===== src/rtl/gray_track_top.sv =====
// Gray-code tracker: synchronizes and debounces a 4-bit Gray input, decodes it to binary,
// and classifies each accepted change as a step up, a step down or an illegal jump.
module gray_track_top #(
  parameter int unsigned DEBOUNCE_CYCLES = 500000
) (
  input  logic       MAX10_CLK1_50,
  input  logic [1:0] KEY,
  input  logic [9:0] SW,
  output logic [9:0] LEDR
);

  localparam int unsigned CNT_W   = 20;
  localparam logic [CNT_W-1:0] CNT_MAX = CNT_W'(DEBOUNCE_CYCLES);

  typedef enum logic [1:0] {INIT, STABLE, SETTLE} state_e;

  logic             clk;
  logic             rst_n;
  logic [3:0]       sw_meta_q, gsync_q;
  logic             clr_meta_q, clr_s_q;
  state_e           state_q, state_d;
  logic [3:0]       cand_q, cand_d;
  logic [CNT_W-1:0] cnt_q, cnt_d;
  logic [3:0]       acc_q, acc_d;
  logic [3:0]       bin_q, bin_d;
  logic [7:0]       pos_q, pos_d;
  logic             dir_q, dir_d;
  logic             err_q, err_d;
  logic             accept;
  logic [3:0]       new_bin;
  logic [3:0]       delta;
  logic             unused_bits;

  assign clk         = MAX10_CLK1_50;
  assign rst_n       = KEY[0];
  assign unused_bits = ^{SW[9:4], pos_q[7:4]};

  function automatic logic [3:0] gray2bin(input logic [3:0] g);
    logic [3:0] b;
    b[3] = g[3];
    for (int unsigned i = 0; i < 3; i++) begin
      b[2-i] = b[3-i] ^ g[2-i];
    end
    return b;
  endfunction

  always_ff @(posedge clk or negedge rst_n) begin
    if (!rst_n) begin
      sw_meta_q  <= '0;
      gsync_q    <= '0;
      clr_meta_q <= 1'b0;
      clr_s_q    <= 1'b0;
    end else begin
      sw_meta_q  <= SW[3:0];
      gsync_q    <= sw_meta_q;
      clr_meta_q <= KEY[1];
      clr_s_q    <= clr_meta_q;
    end
  end

  assign new_bin = gray2bin(cand_q);
  assign delta   = new_bin - bin_q;

  always_comb begin
    state_d = state_q;
    cand_d  = cand_q;
    cnt_d   = cnt_q;
    acc_d   = acc_q;
    bin_d   = bin_q;
    pos_d   = pos_q;
    dir_d   = dir_q;
    err_d   = err_q;
    accept  = 1'b0;

    // A full counter means cand has already been sampled stable DEBOUNCE_CYCLES times,
    // so it takes priority over whatever gsync shows on this edge.
    case (state_q)
      INIT: begin
        if (cnt_q == CNT_MAX) begin
          acc_d   = cand_q;
          bin_d   = new_bin;
          state_d = STABLE;
        end else if (gsync_q != cand_q) begin
          cand_d = gsync_q;
          cnt_d  = CNT_W'(1);
        end else begin
          cnt_d = cnt_q + CNT_W'(1);
        end
      end
      STABLE: begin
        if (gsync_q != acc_q) begin
          cand_d  = gsync_q;
          cnt_d   = CNT_W'(1);
          state_d = SETTLE;
        end
      end
      SETTLE: begin
        if (cnt_q == CNT_MAX) begin
          accept  = 1'b1;
          acc_d   = cand_q;
          bin_d   = new_bin;
          state_d = STABLE;
        end else if (gsync_q == acc_q) begin
          state_d = STABLE;
        end else if (gsync_q != cand_q) begin
          cand_d = gsync_q;
          cnt_d  = CNT_W'(1);
        end else begin
          cnt_d = cnt_q + CNT_W'(1);
        end
      end
      default: state_d = INIT;
    endcase

    if (accept) begin
      if (delta == 4'd1) begin
        pos_d = pos_q + 8'd1;
        dir_d = 1'b1;
      end else if (delta == 4'hF) begin
        pos_d = pos_q - 8'd1;
        dir_d = 1'b0;
      end else begin
        err_d = 1'b1;
      end
    end

    if (!clr_s_q) begin
      pos_d = '0;
      err_d = 1'b0;
      dir_d = 1'b1;
    end
  end

  always_ff @(posedge clk or negedge rst_n) begin
    if (!rst_n) begin
      state_q <= INIT;
      cand_q  <= '0;
      cnt_q   <= '0;
      acc_q   <= '0;
      bin_q   <= '0;
      pos_q   <= '0;
      dir_q   <= 1'b1;
      err_q   <= 1'b0;
    end else begin
      state_q <= state_d;
      cand_q  <= cand_d;
      cnt_q   <= cnt_d;
      acc_q   <= acc_d;
      bin_q   <= bin_d;
      pos_q   <= pos_d;
      dir_q   <= dir_d;
      err_q   <= err_d;
    end
  end

  assign LEDR = {err_q, dir_q, pos_q[3:0], bin_q};

endmodule


===== config.mk =====
export PLATFORM = sky130hd
export DESIGN_NAME = gray_track_top
export DESIGN_NICKNAME = d
export VERILOG_FILES = /design/src/rtl/gray_track_top.sv
export SDC_FILE = /design/constraint.sdc
export NUM_CORES = 1
export LEC_CHECK = 0
export BUFFER_PORTS_ARGS = -buffer_cell sky130_fd_sc_hd__buf_4
export CORE_UTILIZATION = 48
export CTS_BUF_LIST = sky130_fd_sc_hd__clkbuf_4
export DETAILED_ROUTE_END_ITERATION = 8
export PLACE_DENSITY_LB_ADDON = 0.12
export SYNTH_ARGS = -nofsm -noshare
export SYNTH_HDL_FRONTEND = slang
export SYNTH_SLANG_ARGS = --single-unit

===== constraint.sdc =====
create_clock -name MAX10_CLK1_50 -period 4.7 [get_ports MAX10_CLK1_50]
set_input_delay 0.94 -clock MAX10_CLK1_50 [delete_from_list [all_inputs] [get_ports MAX10_CLK1_50]]
set_output_delay 0.94 -clock MAX10_CLK1_50 [all_outputs]
set_load 0.03 [all_outputs]

After elaboration in Yosys (flattened, before gate mapping)

Index checks and enable logic that the tools add are counted.

Eq/ne operators: 18
$add $sub $neg: 4
Muxes and demuxes: 31
Reduce and logical (&&, ||, !) cells: 8
Bitwise gates (word level): 3

Operators by type and width:

| operator              | number |
|---|---|
| $mux 20               | 5 |
| $pmux 20 s3           | 1 |
| $mux 8                | 4 |
| $add 20x1->20 const B | 1 |
| $eq 20x19->1 const B  | 1 |
| $mux 4                | 5 |
| $ne 2x2->1 const B    | 7 |
| $pmux 4 s3            | 1 |
| $mux 1                | 10 |
| $add 8x1->8 const B   | 1 |
| $mux 2                | 4 |
| $ne 4x4->1            | 2 |
| $sub 8x1->8 const B   | 1 |
| $pmux 2 s3            | 1 |
| $reduce_and 3->1      | 2 |
| $reduce_and 5->1      | 1 |
| $eq 4x1->1 const B    | 1 |
| $eq 4x4->1            | 1 |
| $eq 4x4->1 const B    | 1 |
| $reduce_and 2->1      | 2 |
| $sub 4x4->4           | 1 |
| $ne 3x1->1 const B    | 1 |
| $ne 3x3->1 const B    | 1 |
| $reduce_bool 3->1     | 1 |
| other kinds (6)       | 8 |

Logic and storage cells: 76
Register bits after elaboration: 54
Output and inout port bits: 10

Depth between registers and ports, before layout

Gate-level depths: netlist (run 1).

Depth after elaboration: 9
Mapped depth: 15

Least setup slack after synthesis (run 1)

No wires, ideal clock.

Kind: flip-flop to flip-flop
Start: reg cand_q[3]
End: reg pos_q[3]
Path slack: 0.940 ns
Stages on the path, launching flop included: 16
Required time: 4.621 ns
Arrival: 3.680 ns
Setup time: 0.079 ns
Cell sequence: dfrtp_1 -> xor2_1 -> xnor2_1 -> xor2_1 -> ha_1 -> fa_1 -> xor2_1 -> nand2_1 -> a211oi_2 -> inv_1 -> ha_1 -> a21o_1 -> a21oi_1 -> nand4_1 -> a2111oi_2 -> mux2i_1

Longest elaborated chain between the ends: 8
Elaborated cells on any way between the ends: 11
Those cells by class: add/sub (1); eq/ne (3); mux (3); bitwise (3); reduce/logical (1)

Ends and longest elaborated chain:

| element                   | RTL line | RTL |
|---|---|---|
| start, declared           | 22       | `logic [3:0] cand_q, cand_d;` |
| start signal, assigned    | 146      | `cand_q <= cand_d;` |
| $xor 1x1->1 *             | 42       | `b[2-i] = b[3-i] ^ g[2-i];` |
| named net new_bin[2]      | 30       | `logic [3:0] new_bin;` |
| $xor 1x1->1 (2 in series) | 42       |  |
| $sub 4x4->4 *             | 62       | `assign delta = new_bin - bin_q;` |
| $eq 4x1->1                | 116      | `if (delta == 4'd1) begin` |
| $mux 8                    | 116      |  |
| $mux 8                    | 115      | `if (accept) begin` |
| $mux 8                    | 127      | `if (!clr_s_q) begin` |
| end signal, assigned      | 150      | `pos_q <= pos_d;` |
| end, declared             | 26       | `logic [7:0] pos_q, pos_d;` |

Mark *: on every way through the listed nets, which the timed path passes. The rest lies on a longest branch. The select of a mux whose other input is x is not followed.
A chain may end at the register's enable or synchronous reset.

Final worst setup path (run 1)

Same ends and word-level chain as after synthesis.

==> run metrics, run 1 <==
status finished, final reports clean; htree depth 2; Worst Path Arrival 4470 ps; Final Skew 13.0 ps; max-cap viol count 0; Worst Path Max Fanout 5; dominant cell by count in the synthesized netlist dfrtp_1; worst vdd rail ir drop approximately 0.00017 V; slowest stage cell, crit path dfrtp_1; CTS clk-pin slew, worst paths approximately 160 ps; Worst Tran Pin Value a little over 1000 ps; Final Cycle Share 88.3%; critical register-to-register path startpoint cand_q[3]; synthesized area divided by synthesized cell count roughly 9.9 um^2; total count of max-transition violations in the final report 0; half-perimeter wire length after placement roughly 3700 um; cell-by-cell trace of the critical path xor2_1 > xnor2_1 > xor2_1 > ha_1 > fa_1 > xor2_1 > nand2_1 > a211oi_2 > inv_1 > ha_1 > a21o_1 > a21oi_1 > nand4_1 > a2111oi_2 > mux2i_1; Yosys cell types 56; post-layout power between 700 and 800 uW; count of endpoints failing setup in the final report 0; die width 77.9 um; worst slack after detailed placement just under 600 ps; Buffers on Ports 16; clock buffer depth 2; classification of the worst setup path reg -> reg; Setup TNS Final 0 ps; Worst R2R End pos_q[3]; via count of the first global-routing pass 2022; Worst setup SP type register; initial antenna violation count 0; clock insertion delay at the later pin of the skew report around 380 ps; most frequent cells after synthesis dfrtp_1 (48), nand2_1 (34), inv_1 (19); most prevalent standard cell on the critical path xor2_1; crit path setup slack, layout approximately 550 ps; max frequency about 240 MHz; main flop type after synthesis dfrtp_1; fraction of power consumed by sequential logic around 60%; height of the chip between 70 and 80 um; Yosys warning total 0; Layout Area Growth over Synthesis 7.15%; critical path buffer and inverter count 1; Register-to-Register Setup Slack between 500 and 600 ps; post-route antenna net violation count 0; min-delay src clr_meta_q; instance count along the most critical hold path 0; RePlAce Congestion 0.830; Net Count, Synth between 300 and 400; CTS buffer count 5; maximum number of pins on one net before global-route repair 50; count of unresolved DRC violations after routing 0; family of cells with the greatest summed delay on the critical path compound AO/OA/AOI/OAI gates; ratio of total power to cell area 252 mW/mm^2; number of placement rows 27; register bit total from synthesis 49; largest stage delay on the critical path around 480 ps; Worst Hold Class reg -> reg; CTS tree built; DIE AREA just over 0.006 mm^2; global-route wire length before repair ~10000 um; worst slew margin relative to its limit 30.9%; CTS Hold Buffers Added 0; Setup crit end kind register; Internal Power 530 uW; leading post-synthesis cells by cell area dfrtp_1 (43%), nand2_1 (4.6%), ha_1 (3.2%); overall routing resource usage between 20% and 30%; cell taking the most area after synthesis dfrtp_1; switching power between 200 and 250 uW; number of nets in the layout around 310; count of inserted antenna diode cells 0; count of pins on the block boundary 23; clock group share of total power ~30%; crit path time final a little over 4000 ps; post-CTS setup-driven buffer insertion count 0; post-CTS sizing 0; share of cells above drive strength 1 14.4%; vias post-DR around 2.1k; Cell Area, Synth roughly 0.0028 mm^2; hold endpoint clr_s_q; TritonCTS sink count 49; Final Hold Violating Endpoints 0; utilization of the core after routing between 50% and 60%; worst endpoint required time approximately 5000 ps; share of the yosys chip area belonging to registers between 40% and 50%; top cell type's share of synthesized area 43.4%; number of cells traversed by the worst register-to-register path 15; synthesized netlist cell count 280; fraction of power spent switching nets between 20 and 30%; fraction of registers with async set or reset after synthesis 100%; Avg Vias per Cell between 5 and 6; Remaining Overflow, GRT 0; area of the core between 0.005 and 0.006 mm^2; count of flip-flops with a built-in enable after synthesis 0; number of search-and-repair iterations in the first detailed-routing pass 4; fraction of power consumed by combinational cells about 11%; effective utilization at floorplan between 40% and 50%; master cell of the clock root buffer clkbuf_4; count of routing violations after the opening detailed-route iteration around 110; unrepaired setup endpoints after global routing false; routed wire length around 5500 um; average routed wire per standard cell about 15 um; Leakage 1.33 nW
==> flip-flops by register name, summed over array words and instances, names as in the netlist, 2 cells and up <==
name	flops
gsync_q	4
pos_q	4
cand_q	4
sw_meta_q	4
acc_q	4
bin_q	3
cnt_q	20
state_q	2
==> layer usage <==
metal	track usage, %	part of all wire [%]	vias to the layer above
met2	31.3	45	45
met5	0	0	-
met4	6.85	1.3	0
met1	28.4	50	1050
li1	-	-	1036
met3	3.65	4.0	8
==> how the worst max path moves through the flow <==
stage               startpoint       end  slack (ps)  cells after the start
detailed placement   cand_q[3]  pos_q[3]         590                     15
global route         cand_q[3]  pos_q[3]         120                     15
floorplan            cand_q[3]  pos_q[3]         940                     15
global placement     cand_q[3]  pos_q[3]         630                     15
CTS                  cand_q[3]  pos_q[3]         550                     15
finish               cand_q[3]  pos_q[3]         550                     15
==> cell usage in the layout, fill, tap and decap left out, types with 7 or more instances in the layout <==
master	synthesis	final
xnor2_1	10	10
nand4_1	14	14
nor3_1	11	11
dfrtp_1	48	48
nand3_1	13	13
inv_1	19	19
ha_1	7	7
o21ai_0	9	9
nand2_1	34	34
nor2_1	11	11
buf_4	3	17
==> power by group through the flow <==
stage	registers (mW)	clock network [mW]	logic (mW)
after global routing	0.444	0.242	0.0951
after floorplan	0.447	0	0.0579
after global placement	0.450	0	0.0815
after detailed placement	0.450	0	0.0835
after CTS	0.442	0.229	0.0839
final	0.442	0.221	0.0836
==> layout make-up <==
type                       count  area (um^2)
timing repair buffer          17          128
fill                         517         2580
multi-input combinational    198         1380
tap                           72         90.1
sequential                    49         1230
clock buffer                   5         37.5
inverter                      19         71.3
clock inverter                 3         28.8
==> per-stage QoR <==
step	hold WS, ps	std cells	area (um^2)
floorplan	331	280	2770
global placement	333	355	2900
detailed placement	336	355	2900
CTS	372	363	2960
global route	380	363	2960
finish	368	363	2960
==> kinds of logic (layout without fill, tap and decap cells) <==
family	count (synthesis)	after routing	share of synthesized area (%)
flip-flops	49	49	44.4
adder cells (fa/ha/maj)	11	11	5.38
multiplexers	10	10	3.85
buffers and inverters	33	44	5.70
AO/OA/AOI/OAI	50	50	14.0
XOR/XNOR	15	15	4.75
AND/OR/NAND/NOR	112	112	21.9
(Power assumes the default switching activity.)
==> run 2, diff against run 1 <==
--- a/config.mk
+++ b/config.mk
@@ -6,7 +6,9 @@
 export NUM_CORES = 1
 export LEC_CHECK = 0
 export BUFFER_PORTS_ARGS = -buffer_cell sky130_fd_sc_hd__buf_4
-export CORE_UTILIZATION = 48
+export CELL_PAD_IN_SITES_DETAIL_PLACEMENT = 1
+export CELL_PAD_IN_SITES_GLOBAL_PLACEMENT = 2
+export CORE_UTILIZATION = 40
 export CTS_BUF_LIST = sky130_fd_sc_hd__clkbuf_4
 export DETAILED_ROUTE_END_ITERATION = 8
 export PLACE_DENSITY_LB_ADDON = 0.12
==> run metrics, run 2 (same netlist as run 1, synthesis figures left out) <==
clock insertion delay at the later pin of the skew report ~380 ps; global-route wire length before repair 11200 um; number of search-and-repair iterations in the first detailed-routing pass 4; clock group share of total power 30.1%; Register-to-Register Setup Slack roughly 500 ps; count of inserted antenna diode cells 0; CTS tree built; critical register-to-register path startpoint cand_q[3]; number of nets in the layout 312; Buffers on Ports 16; hold endpoint gsync_q[3]; post-route worst hold slack 371 ps; max-cap viol count 0; number of cells traversed by the worst register-to-register path 15; Remaining Overflow, GRT 0; worst slew margin relative to its limit between 20% and 30%; classification of the worst setup path reg -> reg; min-delay src sw_meta_q[3]; height of the chip 85.1 um; max frequency approximately 240 MHz; Worst Path Arrival around 4500 ps; DIE AREA 0.00725 mm^2; clock buffer depth 2; count of pins on the block boundary 23; Worst Hold Class reg -> reg; top metal layer carrying routed signals met4; Final Skew 20.5 ps; met3 routed wirelength 172 um; TritonCTS sink count 49; Final Hold Violating Endpoints 0; master cell of the clock root buffer clkbuf_4; Avg Vias per Cell approximately 5.8; Met1 Routed Length ~3300 um; crit path time final between 4000 and 5000 ps; commonest non-fill, non-tap cell in the layout dfrtp_1; fraction of power spent switching nets between 20% and 30%; half-perimeter wire length after placement 4400 um; post-CTS sizing 0; die width between 80 and 90 um; instance count along the most critical hold path 0; Worst setup SP type register; overall routing resource usage 19.7%; effective utilization at floorplan between 40% and 50%; Leakage approximately 1.3 nW; via count of the first global-routing pass ~2.2k; average routed wire per standard cell 17.5 um; Worst Tran Pin Value 1140 ps; max reg flops 20; CTS buffer count 5; Setup TNS Final 0 ps; ratio of total power to cell area between 200 and 300 mW/mm^2; share of cells above drive strength 1 between 10% and 20%; total count of max-transition violations in the final report 0; fraction of power consumed by combinational cells a little under an eighth; vias post-DR 2150; fraction of power consumed by sequential logic about 58%; Layout Area Growth over Synthesis 7.38%; Setup crit end kind register; maximum number of pins on one net before global-route repair 50; Internal Power approximately 530 uW; status finished, final reports clean; Worst Path Max Fanout 5; unrepaired setup endpoints after global routing false; commonest cells after routing, fill and taps aside dfrtp_1 (48), nand2_1 (34), inv_1 (19); register containing the most flip-flops in the final layout cnt_q; routed wire length 6430 um; switching power 226 uW; htree depth 2; utilization of the core after routing a little under half; CTS Hold Buffers Added 0; count of unresolved DRC violations after routing 0; worst endpoint required time around 5000 ps; worst vdd rail ir drop between 0.00015 and 0.0002 V; count of endpoints failing setup in the final report 0; CTS clk-pin slew, worst paths 170 ps; post-CTS setup-driven buffer insertion count 0; Final Cycle Share between 80% and 90%; Worst R2R End pos_q[3]; number of placement rows 29; initial antenna violation count 0; post-route antenna net violation count 0; count of routing violations after the opening detailed-route iteration about 130; total of fill cells in the finished design approximately 740; area of the core about 0.0065 mm^2; RePlAce Congestion roughly 0.76; length of routed met2 wiring slightly below 3000 um
run 2: cell counts in the layout (fill, tap and decap cells not counted):
No cell type changed its count.
run 2: worst max-delay path by stage:
| stage | start | cells past startpoint | to |
|---|---|---|---|
| 6_report | cand_q[3] | 15 | pos_q[3] |
| 5_1_grt | cand_q[2] | 15 | pos_q[3] |
| 4_1_cts | cand_q[3] | 15 | pos_q[3] |
| 3_5_place_dp | cand_q[3] | 15 | pos_q[3] |
| 3_3_place_gp | cand_q[2] | 15 | pos_q[3] |
| 2_1_floorplan | cand_q[3] | 15 | pos_q[3] |
run 2: area by class of cell:
class	count	area, um^2	area share [%]
Clock buffer	5	37.5	1.26
Clock inverter	3	28.8	0.969
Inverter	19	71.3	2.40
Multi-Input combinational cell	198	1380	46.5
Sequential cell	49	1230	41.3
Tap cell	77	96.3	3.24
Timing Repair Buffer	17	128	4.30
run 2: power groups by stage:
stage,combinational [mW],sequential [mW],clock (mW)
finish,0.0870,0.442,0.228
global route,0.0996,0.444,0.251
CTS,0.0881,0.442,0.236
detailed placement,0.0879,0.450,0
global placement,0.0850,0.449,0
floorplan,0.0579,0.447,0
run 2: worst max-delay path, stage by stage (launching register included):
cell       delay [ps]
dfrtp_1           470
xor2_1            200
xnor2_1           420
xor2_1            150
ha_1              230
fa_1              380
xor2_1            240
nand2_1           120
a211oi_2          410
inv_1             140
ha_1              290
a21o_1            170
a21oi_1           190
nand4_1           140
a2111oi_2         360
mux2i_1           220
run 2: layer usage:
| layer | vias up | track usage [%] |
|---|---|---|
| li1 | 1035 | - |
| met4 | 0 | 5.24 |
| met2 | 29 | 30.8 |
| met1 | 1079 | 28.6 |
| met3 | 7 | 3.21 |
| met5 | - | 0 |
run 2: through the flow:
| stage | worst slack [ps] | instance area (um^2) | total power, mW | std cells |
|---|---|---|---|---|
| 2_1_floorplan | 940 | 2770 | 0.505 | 280 |
| 3_3_place_gp | 597 | 2900 | 0.535 | 360 |
| 3_5_place_dp | 462 | 2900 | 0.538 | 360 |
| 4_1_cts | 449 | 2970 | 0.767 | 368 |
| 5_1_grt | 65.1 | 2970 | 0.795 | 368 |
| 6_report | 494 | 2970 | 0.757 | 368 |
